## config.mk

```make
export PLATFORM = sky130hd
export DESIGN_NAME = wo_reg_bank_arbiter
export DESIGN_NICKNAME = d
export VERILOG_FILES = /design/src/rtl/wo_reg_bank_arbiter.sv
export SDC_FILE = /design/constraint.sdc
export NUM_CORES = 1
export LEC_CHECK = 0
export ABC_AREA = 1
export BUFFER_PORTS_ARGS = -buffer_cell sky130_fd_sc_hd__buf_2
export CAP_MARGIN = 15
export CORE_UTILIZATION = 40
export DETAILED_ROUTE_END_ITERATION = 10
export GPL_TIMING_DRIVEN = 0
export PLACE_DENSITY_LB_ADDON = 0.12
export SLEW_MARGIN = 20
export SYNTH_ARGS = -nofsm -noshare
export SYNTH_HDL_FRONTEND = slang
export SYNTH_SLANG_ARGS = --single-unit
```

## constraint.sdc

```tcl
create_clock -name Clk -period 2.8 [get_ports Clk]
set_input_delay 0.84 -clock Clk [delete_from_list [all_inputs] [get_ports Clk]]
set_output_delay 0.84 -clock Clk [all_outputs]
set_load 0.005 [all_outputs]
```

## src/rtl/wo_reg_bank_arbiter.sv

```systemverilog
// Round-robin write arbiter in front of a bank of write-once 16-bit registers.
// Each granted write is committed only if the target register is in range and unlocked.
module wo_reg_bank_arbiter #(
    parameter int NUM_REQ  = 4,
    parameter int NUM_REGS = 8,
    parameter int DATA_W   = 16,
    localparam int ADDR_W  = (NUM_REGS > 1) ? $clog2(NUM_REGS) : 1,
    localparam int ID_W    = (NUM_REQ > 1) ? $clog2(NUM_REQ) : 1
) (
    input  logic                       Clk,
    input  logic                       ip_resetn,
    input  logic [NUM_REQ-1:0]         req,
    input  logic [NUM_REQ*ADDR_W-1:0]  req_addr,
    input  logic [NUM_REQ*DATA_W-1:0]  req_data,
    output logic [NUM_REQ-1:0]         gnt,
    output logic                       resp_valid,
    output logic                       resp_err,
    output logic [ID_W-1:0]            resp_id,
    input  logic [ADDR_W-1:0]          rd_addr,
    output logic [DATA_W-1:0]          rd_data,
    output logic [NUM_REGS-1:0]        lock_status
);

    // state | meaning
    // IDLE  | pick round-robin winner, latch its addr/data/id, pulse gnt
    // CHECK | decide rejection: address out of range or register locked
    // EXEC  | commit write if accepted, raise resp_valid with resp_err
    // RESP  | drop resp_valid, return to arbitration
    typedef enum logic [1:0] {
        IDLE  = 2'd0,
        CHECK = 2'd1,
        EXEC  = 2'd2,
        RESP  = 2'd3
    } state_t;

    localparam logic [ADDR_W:0] NUM_REGS_C = (ADDR_W + 1)'(NUM_REGS);
    localparam logic [ID_W:0]   NUM_REQ_C  = (ID_W + 1)'(NUM_REQ);
    localparam logic [ID_W-1:0] LAST_ID    = ID_W'(NUM_REQ - 1);

    state_t                  state;
    state_t                  state_nxt;
    logic [ID_W-1:0]         rr_ptr;
    logic [ID_W-1:0]         rr_nxt;

    logic [ADDR_W-1:0]       addr_l;
    logic [DATA_W-1:0]       data_l;
    logic [ID_W-1:0]         id_l;
    logic                    err_l;
    logic                    err_nxt;

    logic [DATA_W-1:0]       regs [NUM_REGS];
    logic [NUM_REGS-1:0]     lock;

    logic                    found;
    logic [ID_W-1:0]         winner;
    logic [ID_W:0]           cand;
    logic [ID_W-1:0]         cand_id;

    logic [NUM_REQ-1:0]      gnt_nxt;
    logic                    resp_valid_nxt;
    logic                    resp_err_nxt;
    logic [ID_W-1:0]         resp_id_nxt;
    logic                    latch_en;
    logic                    commit_en;
    logic                    addr_l_ok;
    logic                    lock_hit;

    // First asserted request at or after rr_ptr, wrapping upward.
    always_comb begin
        found   = 1'b0;
        winner  = '0;
        cand    = '0;
        cand_id = '0;
        for (int k = 0; k < NUM_REQ; k++) begin
            cand = {1'b0, rr_ptr} + (ID_W + 1)'(k);
            if (cand >= NUM_REQ_C) begin
                cand = cand - NUM_REQ_C;
            end
            cand_id = cand[ID_W-1:0];
            if (!found && req[cand_id]) begin
                found  = 1'b1;
                winner = cand_id;
            end
        end
    end

    assign rr_nxt    = (winner == LAST_ID) ? '0 : winner + 1'b1;
    assign addr_l_ok = ({1'b0, addr_l} < NUM_REGS_C);
    assign lock_hit  = addr_l_ok ? lock[addr_l] : 1'b1;

    always_comb begin
        state_nxt      = state;
        gnt_nxt        = '0;
        resp_valid_nxt = 1'b0;
        resp_err_nxt   = resp_err;
        resp_id_nxt    = resp_id;
        err_nxt        = err_l;
        latch_en       = 1'b0;
        commit_en      = 1'b0;
        case (state)
            IDLE: begin
                if (found) begin
                    latch_en  = 1'b1;
                    gnt_nxt   = NUM_REQ'(1) << winner;
                    state_nxt = CHECK;
                end
            end
            CHECK: begin
                err_nxt   = lock_hit;
                state_nxt = EXEC;
            end
            EXEC: begin
                commit_en      = !err_l;
                resp_valid_nxt = 1'b1;
                resp_err_nxt   = err_l;
                resp_id_nxt    = id_l;
                state_nxt      = RESP;
            end
            RESP: begin
                state_nxt = IDLE;
            end
            default: begin
                state_nxt = IDLE;
            end
        endcase
    end

    always_ff @(posedge Clk) begin
        if (!ip_resetn) begin
            state      <= IDLE;
            rr_ptr     <= '0;
            gnt        <= '0;
            resp_valid <= 1'b0;
            resp_err   <= 1'b0;
            resp_id    <= '0;
            addr_l     <= '0;
            data_l     <= '0;
            id_l       <= '0;
            err_l      <= 1'b0;
            lock       <= '0;
            for (int r = 0; r < NUM_REGS; r++) begin
                regs[r] <= '0;
            end
        end else begin
            state      <= state_nxt;
            gnt        <= gnt_nxt;
            resp_valid <= resp_valid_nxt;
            resp_err   <= resp_err_nxt;
            resp_id    <= resp_id_nxt;
            err_l      <= err_nxt;
            if (latch_en) begin
                addr_l <= req_addr[winner*ADDR_W +: ADDR_W];
                data_l <= req_data[winner*DATA_W +: DATA_W];
                id_l   <= winner;
                rr_ptr <= rr_nxt;
            end
            // Bit 0 of the written data is the lock; it is not stored in the register body.
            if (commit_en) begin
                regs[addr_l] <= {data_l[DATA_W-1:1], 1'b0};
                lock[addr_l] <= data_l[0];
            end
        end
    end

    always_comb begin
        rd_data = '0;
        if ({1'b0, rd_addr} < NUM_REGS_C) begin
            rd_data = {regs[rd_addr][DATA_W-1:1], lock[rd_addr]};
        end
    end

    assign lock_status = lock;

endmodule

```

Yosys cells after proc, flatten, opt, wreduce, memory -nomap -nowiden
Memory sizes are Yosys's and may differ from the RTL's.
Cells that the tools add are included.
Cells by class
  shift operators: 3
  equality and inequality tests: 5
  mux-type cells: 41
  $add $sub $neg: 8
  $lt $le $gt $ge: 11
  reduce and logical (&&, ||, !) cells: 11
  $mul: 1
Operator list (count)
  $shiftx A64 B7 Y16: 1
  $mux W1: 20
  $mux W2: 10
  $mux W15: 1
  $reduce_or A15 Y1: 1
  $lt A2 B3 Y1 const B: 4
  $shiftx A12 B5 Y3: 1
  $ge A3 B3 Y1 const B: 3
  $bmux W1 S2: 4
  $bwmux W8: 1
  $lt A3 B4 Y1 const B: 2
  $pmux W2 S4: 1
  $sub A2 B1 Y2 const B: 4
  $add A2 B2 Y3 const B: 2
  $bmux W1 S3: 2
  $eq A2 B2 Y1 const B: 3
  $logic_and A1 B1 Y1: 4
  $logic_not A1 Y1: 4
  $mul A2 B2 Y4 const B: 1
  $shl A1 B2 Y4 const A: 1
  $add A2 B1 Y3 const B: 1
  $demux W1 S3: 1
  $ge A2 B3 Y1 const B: 1
  $ge A3 B1 Y1 const B: 1
  6 further kinds: 6
Word-level totals
  output and inout bits: 32
  RAM bits: 120
  logic and storage cells: 92
  memories: 1
  register bits after elaboration: 42
Memories
  regs: words 8, width 15, read ports 1, clocked after memory_dff 0, wr ports 8, RTL line 51  | logic [DATA_W-1:0] regs [NUM_REGS];

Logic depth before layout (Yosys ltp)
Gate-level depths: netlist of the first run.
  depth in word-level cells: 16
  depth in mapped cells: 17
  mapped depth without buffers: 15

Least setup slack after synthesis of the first run
Ideal clock, no wire load.
  path type: input -> output
  start point: in rd_addr[0]
  end point: out rd_data[14]
  setup slack: 127 ps
  data required time: 1960 ps
  cell stages on the path: 6
  arrival: 1833 ps
  cells stage by stage: clkbuf_1 clkbuf_1 o21ai_0 o22ai_1 nor2_1 a31oi_1
On the way
  longest elaborated chain between the ends: 1
Ends and longest elaborated chain
  start: declaration: RTL line 19  | input logic [ADDR_W-1:0] rd_addr,
  $mem_v2 Z8 W15
  end: declaration: RTL line 20  | output logic [DATA_W-1:0] rd_data,
No other way between the ends.

Worst setup path in the final report of the first run
  start point: in rd_addr[0]
  end point: out rd_data[5]
The elaborated chain is that of the path after synthesis.

==> results of run 1 <==
[layer usage]
layer	GRT usage	wire length, um
met1	0.317	10200
met2	0.387	11000
met3	0.0448	1210
met4	0.0577	238
met5	0	0
[tightest hold or removal path, stage by stage (launching register included)]
cell and delay (ns):
dfxtp_1 0.31, nand2_1 0.06, nand2_1 0.04
[worst paths after layout]
path / slack (ns) / depth (start not counted) / end
max: 0.01 / 8 / rd_data[5]
min: 0.45 / 2 / data_l[8]
max reg2reg: 0.18 / 6 / regs[5][7]
min reg2reg: 0.45 / 2 / data_l[8]
[per-stage QoR]
stage | setup WS, ns | instances | hold WS [ns]
2_1_floorplan | 0.127 | 925 | 0.425
3_3_place_gp | -0.813 | 1300 | 0.439
3_5_place_dp | -0.796 | 1300 | 0.441
4_1_cts | -0.00960 | 1336 | 0.452
5_1_grt | -0.0498 | 1341 | 0.468
6_report | 0.0121 | 1341 | 0.448
[cells in the mapped netlist, drive strengths merged]
master,number
dfxtp,42
a221oi,2
clkinv,11
o22ai,23
inv,81
a31oi,18
nor2,237
buf,23
edfxtp,120
ha,3
nor3,2
nand3,65
o21ai,78
a21oi,18
nand4,25
clkbuf,29
nand2,148
[registers in the layout, indices dropped and copies added, names as in the netlist, 3 cells and up]
| name | cells |
|---|---|
| addr_l | 3 |
| data_l | 16 |
| gnt | 4 |
| lock_status | 8 |
| regs | 120 |
[logic make-up after synthesis]
logic type / synth area share
buf+inv: 0.0782
fa+ha+maj: 0.00479
simple gates: 0.254
compound gates: 0.0962
flops: 0.567
[power by group through the flow]
| stage | Sequential [uW] | Clock [uW] | Combinational, uW |
|---|---|---|---|
| finish | 2970 | 2510 | 2940 |
| global route | 2990 | 2620 | 3300 |
| detailed placement | 3010 | 0 | 2840 |
| global placement | 3010 | 0 | 2820 |
| floorplan | 2990 | 0 | 2050 |
| CTS | 2970 | 2510 | 2900 |
[final cells by class]
class | count | area share
sequential | 162 | 0.449
multi-input combinational | 619 | 0.299
timing repair buffer | 124 | 0.0699
buffer | 52 | 0.0502
clock buffer | 20 | 0.0441
inverter | 92 | 0.0366
tap | 260 | 0.0328
clock inverter | 12 | 0.0188
[repair_timing]
item                                    4_1_cts  5_1_grt
endpoints found under the setup margin      138      137
buffers inserted                              4        2
cloned                                        0        3
resized for setup                            89       52
pin swaps                                    10       16
==> run metrics, run 1 <==
Critical Path Most Common Cell=clkbuf_16; die width=142 um; Inserted Clock Buffers=17; Final #Nets=1156; Critical Path Start=rd_addr[0]; register area share after synthesis=0.567; clk sink count=about 160; Final Hold Fails=0; Tot Pwr=approximately 8400 uW; clock share of power=0.298; Slew headroom=0.377; setup TNS=0 ns; DRC viols=0; leading area contributor after synthesis=edfxtp_1; Worst setup SP type=input pin; commonest cells after routing, fill and taps aside=nor2_1 (231), nand2_1 (134), buf_2 (124), edfxtp_1 (120), inv_1 (75); I/O Buffers=115; die area=20200 sq um; Synth Net Count=1013; Initial Util=0.414; Comb pwr share=0.349; Distinct cells, synth=29; Crit path max-delay family=buffers and inverters; switching power share of the total=0.356; # hold bufs at CTS=0; Util after Layout=0.522; sequential cell area=4440 sq um; vias in the first global route=6430; drt first pass iters=5; Flop pwr share=0.353; DP HPWL=16.0 mm; Psw=between 2000 and 3000 uW; syn avg cell area=8.48 sq um; H-tree depth=4; pin count of the biggest net entering global routing=17; final WL=22.7 mm; Slowest-stage cell, CP=a31oi_2; Final Max Slew Viols=0; clk root buf=clkbuf_16; crit path cell chain=buf_12 > clkbuf_16 > clkbuf_16 > nor2_1 > o22ai_2 > nor2_2 > a31oi_2 > buf_2; GP Congestion=0.844; run status=finished, final reports clean; Reg-to-Reg Start=state[0]; final setup fails=0; worst hold path type=flip-flop to flip-flop; clock buffer depth=2; post-synth top area share=0.459; Final Skew=between 0.009 and 0.01 ns; Mapped Cells=925; num ports=117; first-pass GRT wire length=35.2 mm; critical path class=input pin to primary output; P_int=approximately 5400 uW; Fmax=359 MHz; DR WL/cell=between 15 and 20 um; fillcell total=1793; setup repair after global routing missed its margin=true; core area=19000 sq um; area of the multi-input gates=~3000 sq um; initial antenna violation count=0; crit share post-route=0.996; DP Area=8740 sq um; CP Max Fanout=10; design area=9900 sq um; Ys Warns=0; Antenna diodes=0; layout cells sized above 1=0.220; GRT Residual Overflow=0; CTS tree=yes; vias after detailed routing=roughly 6800; synth top area cells=edfxtp_1 (46%), nor2_1 (11%), dfxtp_1 (11%); WP data required=1.96 ns; crit path capture type=primary output; most common cell after layout, fill and taps aside=nor2_1; Leakage Power=0.00422 uW; Cell Pwr Density=~850 nW/um^2; Rows=50; Avg Vias per Cell=approximately 5.1; drt first-iter violations=575; Clk Latency, worst-skew pair=0.43 ns; antenna viol nets, final=0; clk slew on worst S/H paths=0.06 ns; Area Growth Syn to Fin=26.3%; VDD IR-drop max=0.000643 V; HP Start=data_l[8]; Slew @ Worst Pin=approximately 0.93 ns; Worst EP arrival=1.95 ns; Buf/Inv on CP=4; Die H=142 um; GRT Resource Usage Total=0.234; final worst path period need=2.79 ns; max cap viols=0; Cell Area, Synth=7840 sq um; max incr delay on CP=0.24 ns; register bit total from synthesis=162
Power figures use the tool's default switching activity.
==> inputs of run 2 (changes only) <==
--- a/config.mk
+++ b/config.mk
@@ -9,9 +9,10 @@
 export BUFFER_PORTS_ARGS = -buffer_cell sky130_fd_sc_hd__buf_2
 export CAP_MARGIN = 15
 export CORE_UTILIZATION = 40
+export CTS_BUF_LIST = sky130_fd_sc_hd__clkbuf_8
+export CTS_CLUSTER_DIAMETER = 40
 export DETAILED_ROUTE_END_ITERATION = 10
 export GPL_TIMING_DRIVEN = 0
-export PLACE_DENSITY_LB_ADDON = 0.12
 export SLEW_MARGIN = 20
 export SYNTH_ARGS = -nofsm -noshare
 export SYNTH_HDL_FRONTEND = slang
==> run 2 against run 1 <==
  * Maximum frequency increased by 0.11%
  * Final area decreased by 2.9%
  * Highest routed layer unchanged
  * First-iteration DRC count decreased by 15%
  * Count of clock-buffer cells in the layout decreased by 3
  * Cell count unchanged
  * Sequential share of layout area increased by 1.3 points
  * Clock power decreased by 30%
  * Register-to-register slack improved by 0.04 ns
  * Routed wire length decreased by 4.8%
  * Sequential power about the same
  * Non-clock buffer count unchanged
==> run metrics, run 2 (synthesis gave the netlist of run 1 again) <==
Slew @ Worst Pin=0.881 ns (was 0.935 ns); WP data required=1.96 ns (about the same); clock buffer depth=2 (unchanged); Worst EP arrival=1.94 ns (was 1.95 ns); run status=finished, final reports clean (unchanged); Leakage Power=0.00411 uW (was 0.00422 uW); # hold bufs at CTS=0 (unchanged); vias after detailed routing=6728 (was 6811); die width=142 um (unchanged); num ports=117 (unchanged); Antenna diodes=0 (unchanged); DR WL/cell=16.1 um (was 16.9 um); initial antenna violation count=0 (unchanged); Final Max Slew Viols=0 (unchanged); Inserted Clock Buffers=17 (unchanged); core area=19000 sq um (unchanged); worst hold path type=flip-flop to flip-flop (unchanged); Reg-to-Reg Start=state[0] (unchanged); most common cell after layout, fill and taps aside=nor2_1 (unchanged); Cell Pwr Density=796 nW/um^2 (was 849 nW/um^2); Slew headroom=0.412 (was 0.377); drt first pass iters=5 (unchanged); VDD IR-drop max=0.000540 V (was 0.000643 V); crit path capture type=primary output (unchanged); antenna viol nets, final=0 (unchanged); max FFs per register=120 (unchanged); worst setup margin=0.0151 ns (was 0.0121 ns); Critical Path Start=rd_addr[0] (unchanged); pin count of the biggest net entering global routing=17 (unchanged); Final Skew=0.0188 ns (was 0.00957 ns); final setup fails=0 (unchanged); H-tree depth=4 (unchanged); clk slew on worst S/H paths=0.08 ns (was 0.06 ns); Fmax=359 MHz (about the same); Place WS=-0.729 ns (was -0.796 ns); GP Congestion=0.887 (was 0.844); Clk Latency, worst-skew pair=0.47 ns (was 0.43 ns); Avg Vias per Cell=5.02 (was 5.08); die area=20200 sq um (unchanged); hold_ws=0.452 ns (was 0.448 ns); vias in the first global route=6394 (was 6430); Final #Nets=1156 (unchanged); DP Area=8740 sq um (unchanged); Area Growth Syn to Fin=22.6% (was 26.3%); HP Start=data_l[13] (was data_l[8]); critical path class=input pin to primary output (unchanged); final WL=21.6 mm (was 22.7 mm); max cap viols=0 (unchanged); I/O Buffers=115 (unchanged); Util after Layout=0.507 (was 0.522); Worst setup SP type=input pin (unchanged); layout cells sized above 1=0.216 (was 0.220); CTS tree=yes (unchanged); design area=9620 sq um (was 9900 sq um); first-pass GRT wire length=33.8 mm (was 35.2 mm); Initial Util=0.414 (unchanged); GRT Resource Usage Total=0.222 (was 0.234); Final Hold Fails=0 (unchanged); largest register by flop count=regs (unchanged); DRC viols=0 (unchanged); clk root buf=clkbuf_8 (was clkbuf_16); drt first-iter violations=489 (was 575); Rows=50 (unchanged); crit share post-route=0.995 (was 0.996); commonest cells after routing, fill and taps aside=nor2_1 (235), nand2_1 (134), buf_2 (127), edfxtp_1 (120), inv_1 (77) (was nor2_1 (231), nand2_1 (134), buf_2 (124), edfxtp_1 (120), inv_1 (75)); final worst path period need=2.78 ns (was 2.79 ns); CP Max Fanout=10 (unchanged); GRT Residual Overflow=0 (unchanged); DP HPWL=15.8 mm (was 16.0 mm); Die H=142 um (unchanged); clk sink count=162 (unchanged)
[run 2: cell count changes in the layout (fill, tap and decap cells not counted), moves of 5 or more]
cell,before,now
clkbuf_16,23,5
clkbuf_8,1,18
o21ai_0,57,66
o21ai_1,15,10
[run 2: cell type report]
type | instances | area, sq um
fill | 1825 | 9340
sequential | 162 | 4440
multi-input combinational | 619 | 2910
timing repair buffer | 124 | 738
buffer | 52 | 435
inverter | 92 | 365
tap | 260 | 325
clock buffer | 17 | 234
clock inverter | 15 | 166
[run 2: routing by layer]
metal,track usage,vias up,share of wire
li1,-,3380,-
met1,0.298,3085,0.45
met2,0.360,236,0.46
met3,0.0451,27,0.064
met4,0.0707,0,0.019
met5,0,-,0
[run 2: worst paths after layout]
path,cells past startpoint,to,slack (ns)
max,8,rd_data[14],0.02
min,2,data_l[13],0.45
max reg2reg,6,regs[2][11],0.22
min reg2reg,2,data_l[13],0.45
[run 2: timing repair]
action | in CTS | in global routing
resized for setup | 56 | 66
gates cloned | 0 | 5
buffers inserted | 2 | 2
endpoints found under the setup margin | 77 | 126
pin swaps | 5 | 14
[run 2: through the flow]
stage / power [uW] / cells / setup TNS [ns]
floorplan: 5040 / 925 / 0
global placement: 5850 / 1300 / -20.14
detailed placement: 5870 / 1300 / -20.38
CTS: 7620 / 1334 / -0.521
global route: 8160 / 1341 / -0.0191
finish: 7660 / 1341 / 0
[run 2: worst max-delay path, cell delays in order]
cell and delay, ns:
buf_12 0.10, buf_12 0.13, buf_8 0.14, nor2_1 0.06
nor2_1 0.11, o21ai_0 0.12, a31oi_2 0.27, buf_2 0.17
[run 2: where the power goes]
part           internal (uW)  total [uW]  switching [uW]
logic                    982        2940            1960
clock network            873        1760             882
registers               2850        2960             111
==> inputs of run 3 (changes only) <==
--- a/config.mk
+++ b/config.mk
@@ -13,6 +13,7 @@
 export CTS_CLUSTER_DIAMETER = 40
 export DETAILED_ROUTE_END_ITERATION = 10
 export GPL_TIMING_DRIVEN = 0
+export MAX_ROUTING_LAYER = met4
 export SLEW_MARGIN = 20
 export SYNTH_ARGS = -nofsm -noshare
 export SYNTH_HDL_FRONTEND = slang
==> run 3 against run 2 <==
  * Flip-flop and latch count unchanged
  * Largest cell class unchanged
  * Highest routed layer unchanged
  * Sequential share of layout area unchanged
  * Global-route usage up 0.68 points
==> run metrics, run 3 (synthesis gave the netlist of run 1 again) <==
Slew @ Worst Pin=0.884 ns (was 0.881 ns); antenna viol nets, final=0 (unchanged); crit share post-route=0.994 (was 0.995); crit path capture type=primary output (unchanged); commonest cells after routing, fill and taps aside=nor2_1 (235), nand2_1 (134), buf_2 (127), edfxtp_1 (120), inv_1 (77) (unchanged); Comb pwr share=0.385 (was 0.384); WP data required=1.96 ns (about the same); vias after detailed routing=6769 (was 6728); final setup fails=0 (unchanged); switching power share of the total=0.386 (about the same); DR WL/cell=16.1 um (about the same); Final Skew=0.0151 ns (was 0.0188 ns); die width=142 um (unchanged); Final Hold Fails=0 (unchanged); Leakage Power=0.00411 uW (unchanged); max cap viols=0 (unchanged); Place WS=-0.729 ns (unchanged); DRC viols=0 (unchanged); max FFs per register=120 (unchanged); Cell Pwr Density=796 nW/um^2 (about the same); final worst path period need=2.78 ns (about the same); Tot Pwr=7650 uW (was 7660 uW); cell count of the worst reg-to-reg path=6 (unchanged); vias in the first global route=6400 (was 6394); I/O Buffers=115 (unchanged); pin count of the biggest net entering global routing=17 (unchanged); clk sink count=162 (unchanged); P_int=4700 uW (about the same); clk root buf=clkbuf_8 (unchanged); run status=finished, final reports clean (unchanged); clock share of power=0.228 (was 0.229); Inserted Clock Buffers=17 (unchanged); CTS tree=yes (unchanged); Initial Util=0.414 (unchanged); Worst setup SP type=input pin (unchanged); worst setup margin=0.0165 ns (was 0.0151 ns); DP HPWL=15.8 mm (unchanged); most common cell after layout, fill and taps aside=nor2_1 (unchanged); clock buffer depth=2 (unchanged); Avg Vias per Cell=5.05 (was 5.02); GRT Resource Usage Total=0.229 (was 0.222); Fmax=359 MHz (about the same); Worst EP arrival=1.94 ns (about the same); # hold bufs at CTS=0 (unchanged); worst hold path type=flip-flop to flip-flop (unchanged); Slew headroom=0.410 (was 0.412); CP Max Fanout=10 (unchanged); Area Growth Syn to Fin=22.6% (unchanged); GRT Residual Overflow=0 (unchanged); Final Max Slew Viols=0 (unchanged); Die H=142 um (unchanged); drt first pass iters=5 (unchanged); Psw=2950 uW (was 2960 uW); Clk Latency, worst-skew pair=0.46 ns (was 0.47 ns); largest register by flop count=regs (unchanged); Rows=50 (unchanged); initial antenna violation count=0 (unchanged); first-pass GRT wire length=33.8 mm (about the same); core area=19000 sq um (unchanged); Flop pwr share=0.387 (about the same); Antenna diodes=0 (unchanged); num ports=117 (unchanged); critical path class=input pin to primary output (unchanged); layout cells sized above 1=0.216 (unchanged); drt first-iter violations=544 (was 489); VDD IR-drop max=0.000535 V (was 0.000540 V); Worst Hold Depth=2 (unchanged); final WL=21.6 mm (about the same); GP Congestion=0.902 (was 0.887); clk slew on worst S/H paths=0.09 ns (was 0.08 ns); Final #Nets=1156 (unchanged); H-tree depth=4 (unchanged); die area=20200 sq um (unchanged)
run 3: cell counts in the layout (fill, tap and decap cells not counted):
Identical to the previous run, type by type.
run 3: layer usage:
layer | wire length, um | vias to the layer above | global-route usage
li1 | - | 3379 | -
met1 | 9830 | 3129 | 0.299
met3 | 1340 | 27 | 0.0434
met5 | 0 | - | -
met2 | 10000 | 234 | 0.361
met4 | 415 | 0 | 0.0707
run 3: power groups by stage:
stage	Clock, uW	Combinational, uW	Sequential [uW]
2_1_floorplan	0	2050	2990
3_3_place_gp	0	2840	3010
3_5_place_dp	0	2860	3020
4_1_cts	1770	2890	2960
5_1_grt	1870	3300	2990
6_report	1750	2950	2960
run 3: per-stage QoR:
step	util	area [sq um]	hold WS [ns]	setup TNS, ns	std cells
2_1_floorplan	-	7840	0.425	0	925
3_5_place_dp	0.461	8740	0.443	-20.38	1300
4_1_cts	0.492	9330	0.457	-0.521	1334
6_report	0.507	9620	0.453	0	1341
3_3_place_gp	0.461	8740	0.439	-20.14	1300
5_1_grt	0.507	9620	0.476	-0.0190	1341
run 3: final timing paths:
kind,startpoint,to,slack (ns)
max reg2reg,state[0],regs[2][11],0.25
min reg2reg,data_l[13],data_l[13],0.45
max,rd_addr[2],rd_data[11],0.02
min,data_l[13],data_l[13],0.45
run 3: layout make-up:
cell class	count	area, sq um
buffer	52	435
clock buffer	17	234
clock inverter	15	166
fill	1825	9340
inverter	92	365
multi-input combinational	619	2910
sequential	162	4440
tap	260	325
timing repair buffer	124	738
run 3: critical path, stage by stage:
cell	delay, ns
buf_2	0.10
inv_1	0.20
clkbuf_2	0.32
nor2_1	0.09
a31oi_1	0.23
buf_2	0.17
run 3: repair_timing:
item                                    CTS  global route
gates cloned                              0             5
endpoints found under the setup margin   77           126
pin swaps                                 5            14
setup buffers                             2             2
gates resized for setup                  56            66
